$ cat src/rtl/motor_pwm_driver.sv
// -----------------------------------------------------------------------------
// motor_pwm_driver
//
// Dual-channel H-bridge PWM output stage. It sits after the overcurrent
// protection block and turns that block's per-channel enables, together with
// the duty and direction commands, into the four bridge gate inputs.
//
// A single free-running counter is shared by both channels. Each channel
// latches its duty command when the counter wraps, so a period is never
// glitched mid-way. Each channel runs its own OFF / DEAD / RUN state machine.
// Every entry into RUN goes through a dead-time interval of DEAD_CYC cycles
// with both bridge inputs low. Dropping the enable forces the channel off on
// the next edge.
//
// Parameters:
//   CNT_W     PWM counter width; the PWM period is 2**CNT_W clk cycles.
//   DEAD_CYC  dead-time length in clk cycles; must be at least 1.
//
// Ports:
//   clk            system clock; all state changes on its rising edge
//   rst_n          synchronous active-low reset
//   ena, enb       channel enables from the overcurrent block (1 = may drive)
//   duty_a/_b      duty command, in on-cycles per period
//   dir_a/_b       direction command (1 = forward, 0 = reverse)
//   a_in1, a_in2   channel A bridge inputs (registered)
//   b_in1, b_in2   channel B bridge inputs (registered)
//   busy_a/_b      channel is in dead time (registered)
// -----------------------------------------------------------------------------
module motor_pwm_driver #(
    parameter int unsigned CNT_W    = 8,
    parameter int unsigned DEAD_CYC = 16
) (
    input  logic             clk,
    input  logic             rst_n,
    input  logic             ena,
    input  logic             enb,
    input  logic [CNT_W-1:0] duty_a,
    input  logic [CNT_W-1:0] duty_b,
    input  logic             dir_a,
    input  logic             dir_b,
    output logic             a_in1,
    output logic             a_in2,
    output logic             b_in1,
    output logic             b_in2,
    output logic             busy_a,
    output logic             busy_b
);

    // Wide enough to hold DEAD_CYC itself.
    localparam int unsigned TMR_W = (DEAD_CYC < 1) ? 1 : $clog2(DEAD_CYC + 1);
    localparam logic [TMR_W-1:0] TMR_LOAD = TMR_W'(DEAD_CYC);
    localparam logic [TMR_W-1:0] TMR_ONE  = TMR_W'(1);
    localparam int unsigned NCH = 2;

    typedef enum logic [1:0] {
        StOff  = 2'd0,
        StDead = 2'd1,
        StRun  = 2'd2
    } state_e;

    // Channel index 0 is A, 1 is B.
    logic [NCH-1:0] en_in;
    logic [NCH-1:0] dir_in;
    logic [CNT_W-1:0] duty_in [NCH];

    assign en_in      = {enb, ena};
    assign dir_in     = {dir_b, dir_a};
    assign duty_in[0] = duty_a;
    assign duty_in[1] = duty_b;

    // State
    logic [CNT_W-1:0] cnt_q, cnt_d;
    logic [CNT_W-1:0] duty_lat_q [NCH];
    logic [CNT_W-1:0] duty_lat_d [NCH];
    logic [NCH-1:0]   active_dir_q, active_dir_d;
    logic [NCH-1:0]   dir_prev_q, dir_prev_d;
    state_e           state_q [NCH];
    state_e           state_d [NCH];
    logic [TMR_W-1:0] timer_q [NCH];
    logic [TMR_W-1:0] timer_d [NCH];
    logic [NCH-1:0]   in1_q, in1_d;
    logic [NCH-1:0]   in2_q, in2_d;
    logic [NCH-1:0]   busy_q, busy_d;

    logic             cnt_wrap;
    logic [NCH-1:0]   pwm;

    // -------------------------------------------------------------------------
    // Shared counter and duty latches
    // -------------------------------------------------------------------------
    always_comb begin
        cnt_wrap = (cnt_q == {CNT_W{1'b1}});
        cnt_d    = cnt_q + 1'b1;
        for (int ch = 0; ch < NCH; ch++) begin
            // Only take a new duty on the wrap edge so the whole period uses one value.
            duty_lat_d[ch] = cnt_wrap ? duty_in[ch] : duty_lat_q[ch];
            // A latched duty of all-ones still leaves the last count low.
            pwm[ch]        = (cnt_q < duty_lat_q[ch]);
        end
    end

    // -------------------------------------------------------------------------
    // Per-channel state machine and output next-state
    // -------------------------------------------------------------------------
    always_comb begin
        for (int ch = 0; ch < NCH; ch++) begin
            state_d[ch]      = state_q[ch];
            timer_d[ch]      = timer_q[ch];
            active_dir_d[ch] = active_dir_q[ch];
            dir_prev_d[ch]   = dir_in[ch];

            if (!en_in[ch]) begin
                // Losing the enable beats any other event, including a reversal.
                state_d[ch] = StOff;
                timer_d[ch] = '0;
            end else begin
                case (state_q[ch])
                    StOff: begin
                        state_d[ch] = StDead;
                        timer_d[ch] = TMR_LOAD;
                    end
                    StDead: begin
                        if (dir_in[ch] != dir_prev_q[ch]) begin
                            // Direction moved again: restart the full dead time.
                            timer_d[ch] = TMR_LOAD;
                        end else if (timer_q[ch] <= TMR_ONE) begin
                            state_d[ch]      = StRun;
                            timer_d[ch]      = '0;
                            active_dir_d[ch] = dir_in[ch];
                        end else begin
                            timer_d[ch] = timer_q[ch] - 1'b1;
                        end
                    end
                    StRun: begin
                        if (dir_in[ch] != active_dir_q[ch]) begin
                            state_d[ch] = StDead;
                            timer_d[ch] = TMR_LOAD;
                        end
                    end
                    default: begin
                        state_d[ch] = StOff;
                        timer_d[ch] = '0;
                    end
                endcase
            end

            // Outputs follow the state being entered, so a forced-off or a
            // reversal shows as 00 on the very edge that takes effect. Only one
            // of in1/in2 can ever be set since active_dir selects exactly one.
            in1_d[ch]  = (state_d[ch] == StRun) &&  active_dir_d[ch] && pwm[ch];
            in2_d[ch]  = (state_d[ch] == StRun) && !active_dir_d[ch] && pwm[ch];
            busy_d[ch] = (state_d[ch] == StDead);
        end
    end

    // -------------------------------------------------------------------------
    // Registers
    // -------------------------------------------------------------------------
    always_ff @(posedge clk) begin
        if (!rst_n) begin
            cnt_q        <= '0;
            active_dir_q <= '1;
            dir_prev_q   <= '1;
            in1_q        <= '0;
            in2_q        <= '0;
            busy_q       <= '0;
            for (int ch = 0; ch < NCH; ch++) begin
                duty_lat_q[ch] <= '0;
                state_q[ch]    <= StOff;
                timer_q[ch]    <= '0;
            end
        end else begin
            cnt_q        <= cnt_d;
            active_dir_q <= active_dir_d;
            dir_prev_q   <= dir_prev_d;
            in1_q        <= in1_d;
            in2_q        <= in2_d;
            busy_q       <= busy_d;
            for (int ch = 0; ch < NCH; ch++) begin
                duty_lat_q[ch] <= duty_lat_d[ch];
                state_q[ch]    <= state_d[ch];
                timer_q[ch]    <= timer_d[ch];
            end
        end
    end

    assign a_in1  = in1_q[0];
    assign a_in2  = in2_q[0];
    assign b_in1  = in1_q[1];
    assign b_in2  = in2_q[1];
    assign busy_a = busy_q[0];
    assign busy_b = busy_q[1];

endmodule

$ cat config.mk
export PLATFORM = sky130hd
export DESIGN_NAME = motor_pwm_driver
export DESIGN_NICKNAME = d
export VERILOG_FILES = /design/src/rtl/motor_pwm_driver.sv
export SDC_FILE = /design/constraint.sdc
export NUM_CORES = 1
export LEC_CHECK = 0
export ABC_AREA = 1
export BUFFER_PORTS_ARGS = -buffer_cell sky130_fd_sc_hd__buf_2
export CORE_ASPECT_RATIO = 0.5
export CORE_MARGIN = 5
export CORE_UTILIZATION = 35
export DETAILED_ROUTE_END_ITERATION = 7
export GPL_ROUTABILITY_DRIVEN = 1
export PLACE_DENSITY_LB_ADDON = 0.12
export SLEW_MARGIN = 20
export SYNTH_ARGS = -nofsm -noshare
export SYNTH_HDL_FRONTEND = slang
export SYNTH_SLANG_ARGS = --single-unit
$ cat constraint.sdc
create_clock -name clk -period 1.9 [get_ports clk]
set_clock_uncertainty 0.1 [all_clocks]
set_input_delay 0.285 -clock clk [delete_from_list [all_inputs] [get_ports clk]]
set_output_delay 0.285 -clock clk [all_outputs]
set_load 0.01 [all_outputs]
==> results of run 1 <==
-- power groups by stage --
stage                     Sequential, µW  Combinational (µW)  Clock (µW)
final                               1040                 160         900
after global routing                1040                 187         974
after CTS                           1040                 161         936
after detailed placement            1070                 160           0
after global placement              1060                 158           0
after floorplan                     1060                 102           0
-- critical path, cell delays in order (launching register included) --
cell	delay [ns]
dfxtp_1	0.39
ha_2	0.22
nand3_2	0.12
nor3_4	0.17
nand2_2	0.11
nor2_8	0.20
buf_4	0.17
o21ai_0	0.08
nor2_1	0.10
-- worst min path at each step --
stage          startpoint                end  slack, ns  depth (start not counted)
2_1_floorplan       dir_b      dir_prev_q[1]       0.28                          2
3_3_place_gp     cnt_q[0]           cnt_q[0]       0.34                          1
3_5_place_dp     cnt_q[0]           cnt_q[0]       0.36                          1
4_1_cts         duty_b[2]  duty_lat_q[0][10]       0.12                          3
5_1_grt         duty_a[6]   duty_lat_q[0][6]       0.14                          3
6_report        duty_b[2]  duty_lat_q[0][10]       0.13                          3
-- layout by cell type (no fill, tap or decap), types with 5 or more instances in the layout --
cell,netlist,layout
buf_2,0,27
nand2_1,68,68
o21ai_0,13,13
nor2_1,46,46
a21oi_1,20,20
nand3_1,15,15
ha_1,19,18
nor3_1,9,9
o21ai_1,10,10
dfxtp_1,48,48
nor2_2,12,12
inv_1,42,42
clkbuf_16,0,5
-- Yosys cell counts (4+ instances only) --
cell	instances	share of area [%]
nor2_2	12	3.1
o21ai_0	13	2.7
o21ai_1	10	2.1
a21oi_1	20	4.1
nor3_1	9	1.8
nor2_1	46	7.1
inv_2	4	0.62
nand4_1	4	1.0
dfxtp_1	48	39
nand3_1	15	3.1
ha_1	19	9.8
nand2_1	68	10
inv_1	42	6.5
-- flip-flops by register name (all words and copies together) (netlist names) --
| name | count |
|---|---|
| state_q | 4 |
| cnt_q | 8 |
| busy_q | 2 |
| active_dir_q | 2 |
| duty_lat_q | 16 |
| in2_q | 2 |
| in1_q | 2 |
| dir_prev_q | 2 |
| timer_q | 10 |
-- what timing repair did --
item / in CTS / in global routing
setup buffers: 0 / 2
gates resized for setup: 0 / 1
endpoints found under the setup margin: 0 / 1
-- stage by stage --
stage               hold slack, ns  setup TNS [ns]
finish                       0.128               0
global placement             0.345               0
global route                 0.135        -0.00332
CTS                          0.122               0
detailed placement           0.356               0
floorplan                    0.279               0
-- final cells by class --
class / count / area [µm²] / area share, %
sequential: 48 / 961 / 33.8
inverter: 48 / 183 / 6.43
clock buffer: 7 / 153 / 5.38
timing repair buffer: 31 / 165 / 5.82
multi-input combinational: 233 / 1260 / 44.5
tap: 92 / 115 / 4.05
-- layer usage --
metal / global-route usage [%] / routed length [µm]
met1: 16.6 / 2640
met2: 18.1 / 2010
met3: 2.78 / 141
met4: 2.12 / 27
met5: 0 / 0
-- kinds of logic after synthesis --
logic type | Yosys count | share of synthesized area, %
simple gates | 161 | 29.8
compound gates | 48 | 10.3
fa+ha+maj | 19 | 9.75
flops | 48 | 39.4
buf+inv | 53 | 8.88
xor+xnor | 5 | 1.80
==> metrics, run 1 <==
DRC 0; dpl ws between 0.15 and 0.2 ns; gr usage total around an eighth; Syn Std Cell Area 0.00244 mm²; post-route cell area 0.00284 mm²; Final ANT Viol Nets 0; placed instance count 450; area grow syn2layout 16.5%; critical path startpoint cnt_q[1]; crit path max fanout 9; Buffers on Ports 27; Core Area around 0.0067 mm²; Async SR Flop Fraction 0%; fin worst setup slack roughly 0.18 ns; required time of the critical path a little over 2 ns; Fmax ~580 MHz; CTS root buf clkbuf_16; Die ar. 0.00883 mm²; Mapped Cells around 330; number of diodes 0; via count slightly above 2,000; vias in the first global route between 1,500 and 2,000; Synth Flop Type dfxtp_1; Initial Util between 30% and 40%; number of buffers created by CTS 5; maximum vdd drop roughly 0.38 mV; Syn. warnings 0; area post-placement around 0.0027 mm²; Reg2Reg Depth 8; Fin. Hold Viols 0; CTS sink cnt 48; Hold WC Path Type in2reg; Switching Share 22.0%; PwrDens about 740 mW/mm²; share of cells above drive strength 1 between 10% and 20%; worst setup path category reg2reg; Vert. Die Dim between 60 and 70 µm; crit path DAT 1.84 ns; die boundary width around 130 µm; Post-DP HPWL approximately 3700 µm; 1st-pass router iterations 4; CTS H-tree lvls 2; internal power approximately 1600 µW; final setup fails 0; Clock transition at path regs ~0.060 ns; CP endpoint duty_lat_q[0][11]; Leak approximately 0.0014 µW; CTS tree yes; largest net degree at the start of global routing 32; first-pass GRT wire length 8830 µm; DRT iter0 DRCs between 100 and 150; part of the cycle the worst path needs between 90% and 100%; Ports 28; sequential group share of total power about half; clock latency on the worst-skew pair between 0.2 and 0.3 ns; worst flop-to-flop path startpoint cnt_q[1]; fill cell count 708; FF-to-FF End duty_lat_q[0][11]; post-synthesis sequential area ratio 39.4%; grt ovf 0; Startpoint Class flip-flop; flop and latch count out of synthesis 48; P_sw between 400 and 500 µW; syn nets between 300 and 400; Row Count 21; final std cells w/o fill between 400 and 500; Min Clock Period, post-route around 1.7 ns; EDFF count, synth 0; Max-slew headroom between 70% and 80%; WL/cell roughly 11 µm; Final #Nets about 410; mean number of vias per cell between 4 and 5; Slew Viols, Final 0; Gate power share under 10%; Core Util, Final a little over two fifths; clock share of power a little over two fifths; Max Cap Viol 0; slew at the pin with the worst max-slew slack ~0.39 ns; R2R Setup Slk 0.18 ns; Syn Area/Cell around 7.3 µm²; status complete, no violations; GPL Wtd Cong roughly 0.8; Max Root-Sink Buffers 2; CTS Hold Bufs 0; final wirelength just under 5000 µm; overall power 2100 µW; CP Capture Type flip-flop; Netlist cell types 30; number of antenna violations at the first check in global routing 0
Note: power is estimated with default switching activity, not from simulation.
==> run 2: changes to the inputs <==
--- a/config.mk
+++ b/config.mk
@@ -9,10 +9,10 @@
 export BUFFER_PORTS_ARGS = -buffer_cell sky130_fd_sc_hd__buf_2
 export CORE_ASPECT_RATIO = 0.5
 export CORE_MARGIN = 5
-export CORE_UTILIZATION = 35
+export CORE_UTILIZATION = 55
 export DETAILED_ROUTE_END_ITERATION = 7
 export GPL_ROUTABILITY_DRIVEN = 1
-export PLACE_DENSITY_LB_ADDON = 0.12
+export PLACE_DENSITY = 0.76
 export SLEW_MARGIN = 20
 export SYNTH_ARGS = -nofsm -noshare
 export SYNTH_HDL_FRONTEND = slang
==> constraint.sdc (replaced) <==
create_clock -name clk -period 1.7 [get_ports clk]
set_clock_uncertainty 0.1 [all_clocks]
set_input_delay 0.255 -clock clk [delete_from_list [all_inputs] [get_ports clk]]
set_output_delay 0.255 -clock clk [all_outputs]
set_load 0.01 [all_outputs]
==> run 2 against run 1 <==
Against the previous run: sequential share of layout area increased by 0.86 points; routed wire length shrank 2.4%; setup slack got worse by 0.083 ns; core utilization up 22 points; critical path depth did not move; total power is 3.7% higher; via count rose by 1.5%; register-to-register slack got worse by 0.08 ns; sequential power rose by 13%; non-clock buffer count is 1 higher; die area is 33% lower; largest power group unchanged; highest routed layer unchanged.
==> metrics, run 2 (same netlist as run 1, synthesis figures left out) <==
Final #Nets 409 (+0.25%); Max Root-Sink Buffers 2 (unchanged); final wirelength 4710 µm (-2.4%); Buffers on Ports 27 (unchanged); largest net degree at the start of global routing 25 (-22%); Top Registers duty_lat_q: 16 flops, timer_q: 10 flops, cnt_q: 8 flops; Core Area 0.00434 mm² (-35%); FF-to-FF End duty_lat_q[0][9]; DRT iter0 DRCs 52 (-52%); WL/cell 11.0 µm (+5.2%); slew at the pin with the worst max-slew slack 0.406 ns (+0.0119 ns); status complete, no violations; CTS Hold Bufs 0 (unchanged); Reg2Reg Depth 8 (unchanged); slowest cell on the critical path dfxtp_4; Vert. Die Dim 57.1 µm (-17%); 1st-pass router iterations 4 (unchanged); critical path startpoint cnt_q[0]; worst flop-to-flop path startpoint cnt_q[0]; part of the cycle the worst path needs 94.3% (+3.8 points); P_sw 522 µW (+13%); max reg flops 16 (unchanged); PwrDens 781 mW/mm² (+5.4%); placed instance count 416 (-7.6%); maximum vdd drop 0.478 mV (+25%); first-pass GRT wire length 7980 µm (-9.5%); Min Clock Period, post-route 1.60 ns (-0.117 ns); Ports 28 (unchanged); clock latency on the worst-skew pair 0.31 ns (+0.03 ns); CTS sink cnt 48 (unchanged); Hold WC Path Type in2reg; via count 2,104 (+1.5%); Post-DP HPWL 3510 µm (-5.4%); hold path cells 3 (unchanged); die boundary width 104 µm (-19%); CTS root buf clkbuf_8; crit path DAT 1.75 ns (-0.09 ns); Slew Viols, Final 0 (unchanged); Die ar. 0.00594 mm² (-33%); Critical Path, Cell by Cell ha_4 -> nand3_4 -> nor3_4 -> nand2_2 -> nor2_8 -> buf_4 -> o21ai_0 -> nor2_1; clock share of power 37.8% (-5.0 points); Clock transition at path regs 0.09 ns (+0.03 ns); commonest non-fill, non-tap cell in the layout nand2_1; CTS H-tree lvls 2 (unchanged); final std cells w/o fill 426 (-7.2%); CTS tree yes; Fmax 624 MHz (+7.3%); Max-slew headroom 72.7% (-0.80 points); Row Count 17 (-19%); DRC 0 (unchanged); Endpoint, Worst Hold duty_lat_q[0][11]; Initial Util 56.2% (+20 points); Leak 0.00135 µW (-0.93%); Gate power share 8.7% (+1.1 points); sequential group share of total power 53.5% (+3.9 points); vias in the first global route 1,934 (-3.0%); CP max stage delay 0.38 ns (about the same); most frequent cells in the layout 68 x nand2_1, 45 x nor2_1, 45 x dfxtp_1, 42 x inv_1, 27 x buf_2; Fin. Hold Viols 0 (unchanged); crit path max fanout 6 (-3); internal power 1660 µW (+1.1%); CP Capture Type flip-flop; mean number of vias per cell 4.94 (+9.4%); number of antenna violations at the first check in global routing 0 (unchanged); grt ovf 0 (unchanged); most flop-heavy register duty_lat_q; hold_sp duty_b[3]; area grow syn2layout 14.6%; share of cells above drive strength 1 18.2% (+1.5 points); overall power 2180 µW (+3.7%); Final ANT Viol Nets 0 (unchanged); worst setup path category reg2reg; number of diodes 0 (unchanged); required time of the critical path 1.85 ns (-0.17 ns); Startpoint Class flip-flop; Switching Share 24.0% (+2.0 points); number of buffers created by CTS 5 (unchanged); gr usage total 16.2% (+4.6 points); R2R Setup Slk 0.1 ns (-0.08 ns); final setup fails 0 (unchanged); Max Cap Viol 0 (unchanged); GPL Wtd Cong 0.769 (-3.6%)
==> run 2: changes by cell type in the layout (fill, tap and decap cells not counted), moves of 2 or more <==
cell / delta
clkbuf_8: +3
dfxtp_4: +2
clkbuf_16: -5
dfxtp_1: -3
==> run 2: cell type report <==
cell class | count | area, µm²
Fill cell | 377 | 1550
Inverter | 48 | 183
Multi-Input combinational cell | 233 | 1280
Timing Repair Buffer | 32 | 176
Tap cell | 57 | 71.3
Clock buffer | 5 | 68.8
Clock inverter | 3 | 42.5
Sequential cell | 48 | 970
==> run 2: how the worst max path moves through the flow <==
stage | slack [ns] | depth (start not counted) | to
6_report | 0.1 | 8 | duty_lat_q[0][9]
5_1_grt | -0.002 | 8 | duty_lat_q[0][9]
4_1_cts | 0.02 | 8 | duty_lat_q[0][3]
3_5_place_dp | 0.001 | 8 | duty_lat_q[0][3]
3_3_place_gp | 0.09 | 8 | duty_lat_q[0][4]
2_1_floorplan | 0.12 | 9 | duty_lat_q[0][0]
==> run 2: per-stage QoR <==
stage	setup slack, ns	cell area, µm²	TNS (ns)	hold WS [ns]	util (%)
floorplan	0.120	2440	0	0.249	-
global route	-0.00151	2790	-0.00151	0.0550	64.4
finish	0.0963	2790	0	0.0680	64.4
CTS	0.0176	2750	0	0.0614	63.3
detailed placement	0.00150	2630	0	0.349	60.7
global placement	0.0857	2630	0	0.345	60.7
==> run 2: power groups by stage <==
| stage | Sequential (µW) | Clock (µW) | Combinational, µW |
|---|---|---|---|
| finish | 1170 | 824 | 190 |
| CTS | 1170 | 851 | 179 |
| global route | 1170 | 894 | 218 |
| detailed placement | 1190 | 0 | 177 |
| global placement | 1190 | 0 | 171 |
| floorplan | 1190 | 0 | 114 |
==> run 2: routing by layer <==
layer	share of wire, %	global-route usage [%]	up-vias	wire (µm)
met3	4.7	5.65	7	219
met4	1.3	5.35	0	62
met5	0	0	-	0
met1	48	19.4	928	2260
li1	-	-	1134	-
met2	46	27.7	35	2160
==> run 2: critical path, delay by kind of cell, from the launching register on <==
family	cells	cell delay (ns)
AOI/OAI and AO/OA	1	0.08
adders and majority gates	1	0.16
buffers and inverters	1	0.15
DFF	1	0.38
and+or+nand+nor	5	0.68
==> run 2: what timing repair did <==
item / in CTS / in global routing
setup buffers: 0 / 2
resized for setup: 2 / 8
pin swaps: 0 / 2
setup endpoints to repair: 3 / 17
==> run 3: changes to the inputs <==
--- a/config.mk
+++ b/config.mk
@@ -8,7 +8,7 @@
 export ABC_AREA = 1
 export BUFFER_PORTS_ARGS = -buffer_cell sky130_fd_sc_hd__buf_2
 export CORE_ASPECT_RATIO = 0.5
-export CORE_MARGIN = 5
+export CORE_MARGIN = 2
 export CORE_UTILIZATION = 55
 export DETAILED_ROUTE_END_ITERATION = 7
 export GPL_ROUTABILITY_DRIVEN = 1
==> run 3 against run 2 <==
Against the previous run: non-clock buffer count grew 4; sequential cell count did not move; routed wire length grew 4.1%; highest routed layer unchanged; hold slack lost 0.0051 ns; clock power is 1% lower; register-to-register slack got worse by 0.03 ns; sequential share of layout area down 0.50 points; final area rose by 1.3%; maximum frequency is 1.8% lower; largest cell class unchanged; setup slack got worse by 0.029 ns.
==> metrics, run 3 (same netlist as run 1, synthesis figures left out) <==
most frequent cells in the layout 68 x nand2_1, 44 x dfxtp_1, 43 x nor2_1, 42 x inv_1, 28 x buf_2; worst flop-to-flop path startpoint cnt_q[0]; slew at the pin with the worst max-slew slack 0.385 ns (-0.0209 ns); maximum vdd drop 0.414 mV (-13%); Endpoint, Worst Hold duty_lat_q[0][12]; CTS tree yes; PwrDens 768 mW/mm² (-1.6%); crit path DAT 1.77 ns (+0.02 ns); number of diodes 0 (unchanged); FF-to-FF End duty_lat_q[0][0]; Vert. Die Dim 51.1 µm (-11%); status complete, no violations; Leak 0.00138 µW (+1.6%); final wirelength 4900 µm (+4.1%); hold_sp duty_b[4]; number of antenna violations at the first check in global routing 0 (unchanged); Max Root-Sink Buffers 2 (unchanged); WL/cell 11.4 µm (+3.1%); Ports 28 (unchanged); DRC 0 (unchanged); Fin. Hold Viols 0 (unchanged); CTS root buf clkbuf_8; Top Registers duty_lat_q: 16 flops, timer_q: 10 flops, cnt_q: 8 flops; Reg2Reg Depth 8 (unchanged); Buffers on Ports 27 (unchanged); area grow syn2layout 16.2%; CTS H-tree lvls 2 (unchanged); Hold WC Path Type in2reg; Core Area 0.00434 mm² (unchanged); met2 wire len 2360 µm (+9.1%); final std cells w/o fill 430 (+0.94%); 1st-pass router iterations 7 (+3); Fmax 612 MHz (-1.8%); part of the cycle the worst path needs 96.1% (+1.7 points); routed wl met3 212 µm (-3.2%); GPL Wtd Cong 0.830 (+7.9%); final setup fails 0 (unchanged); required time of the critical path 1.84 ns (about the same); max reg flops 16 (unchanged); Core Util, Final 65.3% (+0.87 points); commonest non-fill, non-tap cell in the layout nand2_1; grt ovf 0 (unchanged); Row Count 17 (unchanged); first-pass GRT wire length 8250 µm (+3.3%); CP Capture Type flip-flop; Clock transition at path regs 0.09 ns (about the same); WHS 0.0629 ns (-0.00510 ns); placed instance count 415 (-0.24%); vias in the first global route 1,984 (+2.6%); largest net degree at the start of global routing 23 (-8.0%); wire length on met1 2260 µm (about the same); CTS sink cnt 48 (unchanged); Startpoint Class flip-flop; die boundary width 98.1 µm (-5.8%); Post-DP HPWL 3450 µm (-1.7%); fill cell count 389 (+3.2%); Max-slew headroom 74.1% (+1.4 points); Final #Nets 413 (+0.98%); Max Cap Viol 0 (unchanged); hold path cells 3 (unchanged); R2R Setup Slk 0.07 ns (-0.03 ns); Slew Viols, Final 0 (unchanged); worst setup path category reg2reg; crit path max fanout 7 (+1); Die ar. 0.00501 mm² (-16%); top routing layer in use met4; share of cells above drive strength 1 19.6% (+1.4 points); number of buffers created by CTS 5 (unchanged); DRT iter0 DRCs 69 (+33%); Initial Util 56.2% (unchanged); most flop-heavy register duty_lat_q; RSZ-0062 raised after global routing true; gr usage total 20.4% (+4.2 points); mean number of vias per cell 5.00 (+1.1%); clock latency on the worst-skew pair 0.30 ns (about the same); Final ANT Viol Nets 0 (unchanged); Min Clock Period, post-route 1.63 ns (+0.0292 ns); via count 2,148 (+2.1%)
==> run 3: changes by cell type in the layout (fill, tap and decap cells not counted), moves of 2 or more <==
cell | previous run | this run
o21ai_0 | 13 | 10
dfxtp_2 | 1 | 3
nor2_2 | 13 | 15
o21ai_1 | 10 | 13
buf_6 | 1 | 3
nor2_1 | 45 | 43
==> run 3: worst max-delay path by stage <==
stage,start,end,slack [ns],cells past startpoint
finish,cnt_q[0],duty_lat_q[0][0],0.07,8
global route,cnt_q[0],duty_lat_q[0][5],-0.05,8
CTS,cnt_q[0],duty_lat_q[0][5],0.002,8
detailed placement,cnt_q[1],duty_lat_q[0][5],0.03,8
global placement,cnt_q[1],duty_lat_q[0][3],0.08,8
floorplan,cnt_q[1],duty_lat_q[0][0],0.12,9
==> run 3: critical path: stages, from the launching register on <==
cell	delay [ns]
dfxtp_2	0.37
ha_4	0.16
nand3_4	0.09
nor3_4	0.21
nand2_2	0.11
nor2_8	0.20
buf_2	0.18
o21ai_1	0.06
nor2_1	0.08
==> run 3: power by group <==
group	switching, µW	total (µW)	internal, µW
clock network	375	812	437
logic	118	197	78.6
registers	19.5	1170	1150
total	513	2180	1660
==> run 3: final cells by class <==
| type | count | area [µm²] | share of cell area [%] |
|---|---|---|---|
| Multi-Input combinational cell | 233 | 1290 | 45.5 |
| Sequential cell | 48 | 968 | 34.2 |
| Timing Repair Buffer | 36 | 211 | 7.47 |
| Inverter | 48 | 185 | 6.54 |
| Clock buffer | 6 | 72.6 | 2.56 |
| Tap cell | 57 | 71.3 | 2.52 |
| Clock inverter | 2 | 35.0 | 1.24 |
==> run 3: layer usage <==
metal  vias to the layer above  global-route usage (%)
met5                         -                       0
met4                         0                    7.08
met3                         8                    4.38
met2                        49                    36.4
met1                       949                    25.0
li1                       1142                       -
==> run 3: stage by stage <==
stage | power (µW) | instance area, µm² | setup WS, ns | setup TNS, ns
CTS | 2170 | 2730 | 0.00238 | 0
global route | 2270 | 2830 | -0.0539 | -0.312
global placement | 1360 | 2630 | 0.0824 | 0
floorplan | 1300 | 2440 | 0.120 | 0
detailed placement | 1370 | 2630 | 0.0348 | 0
finish | 2180 | 2830 | 0.0671 | 0
==> run 3: what timing repair did <==
action | CTS | global route
endpoints found under the setup margin | 0 | 22
hold buffers | 0 | 0
gates resized for setup | 0 | 18
setup buffers | 0 | 6
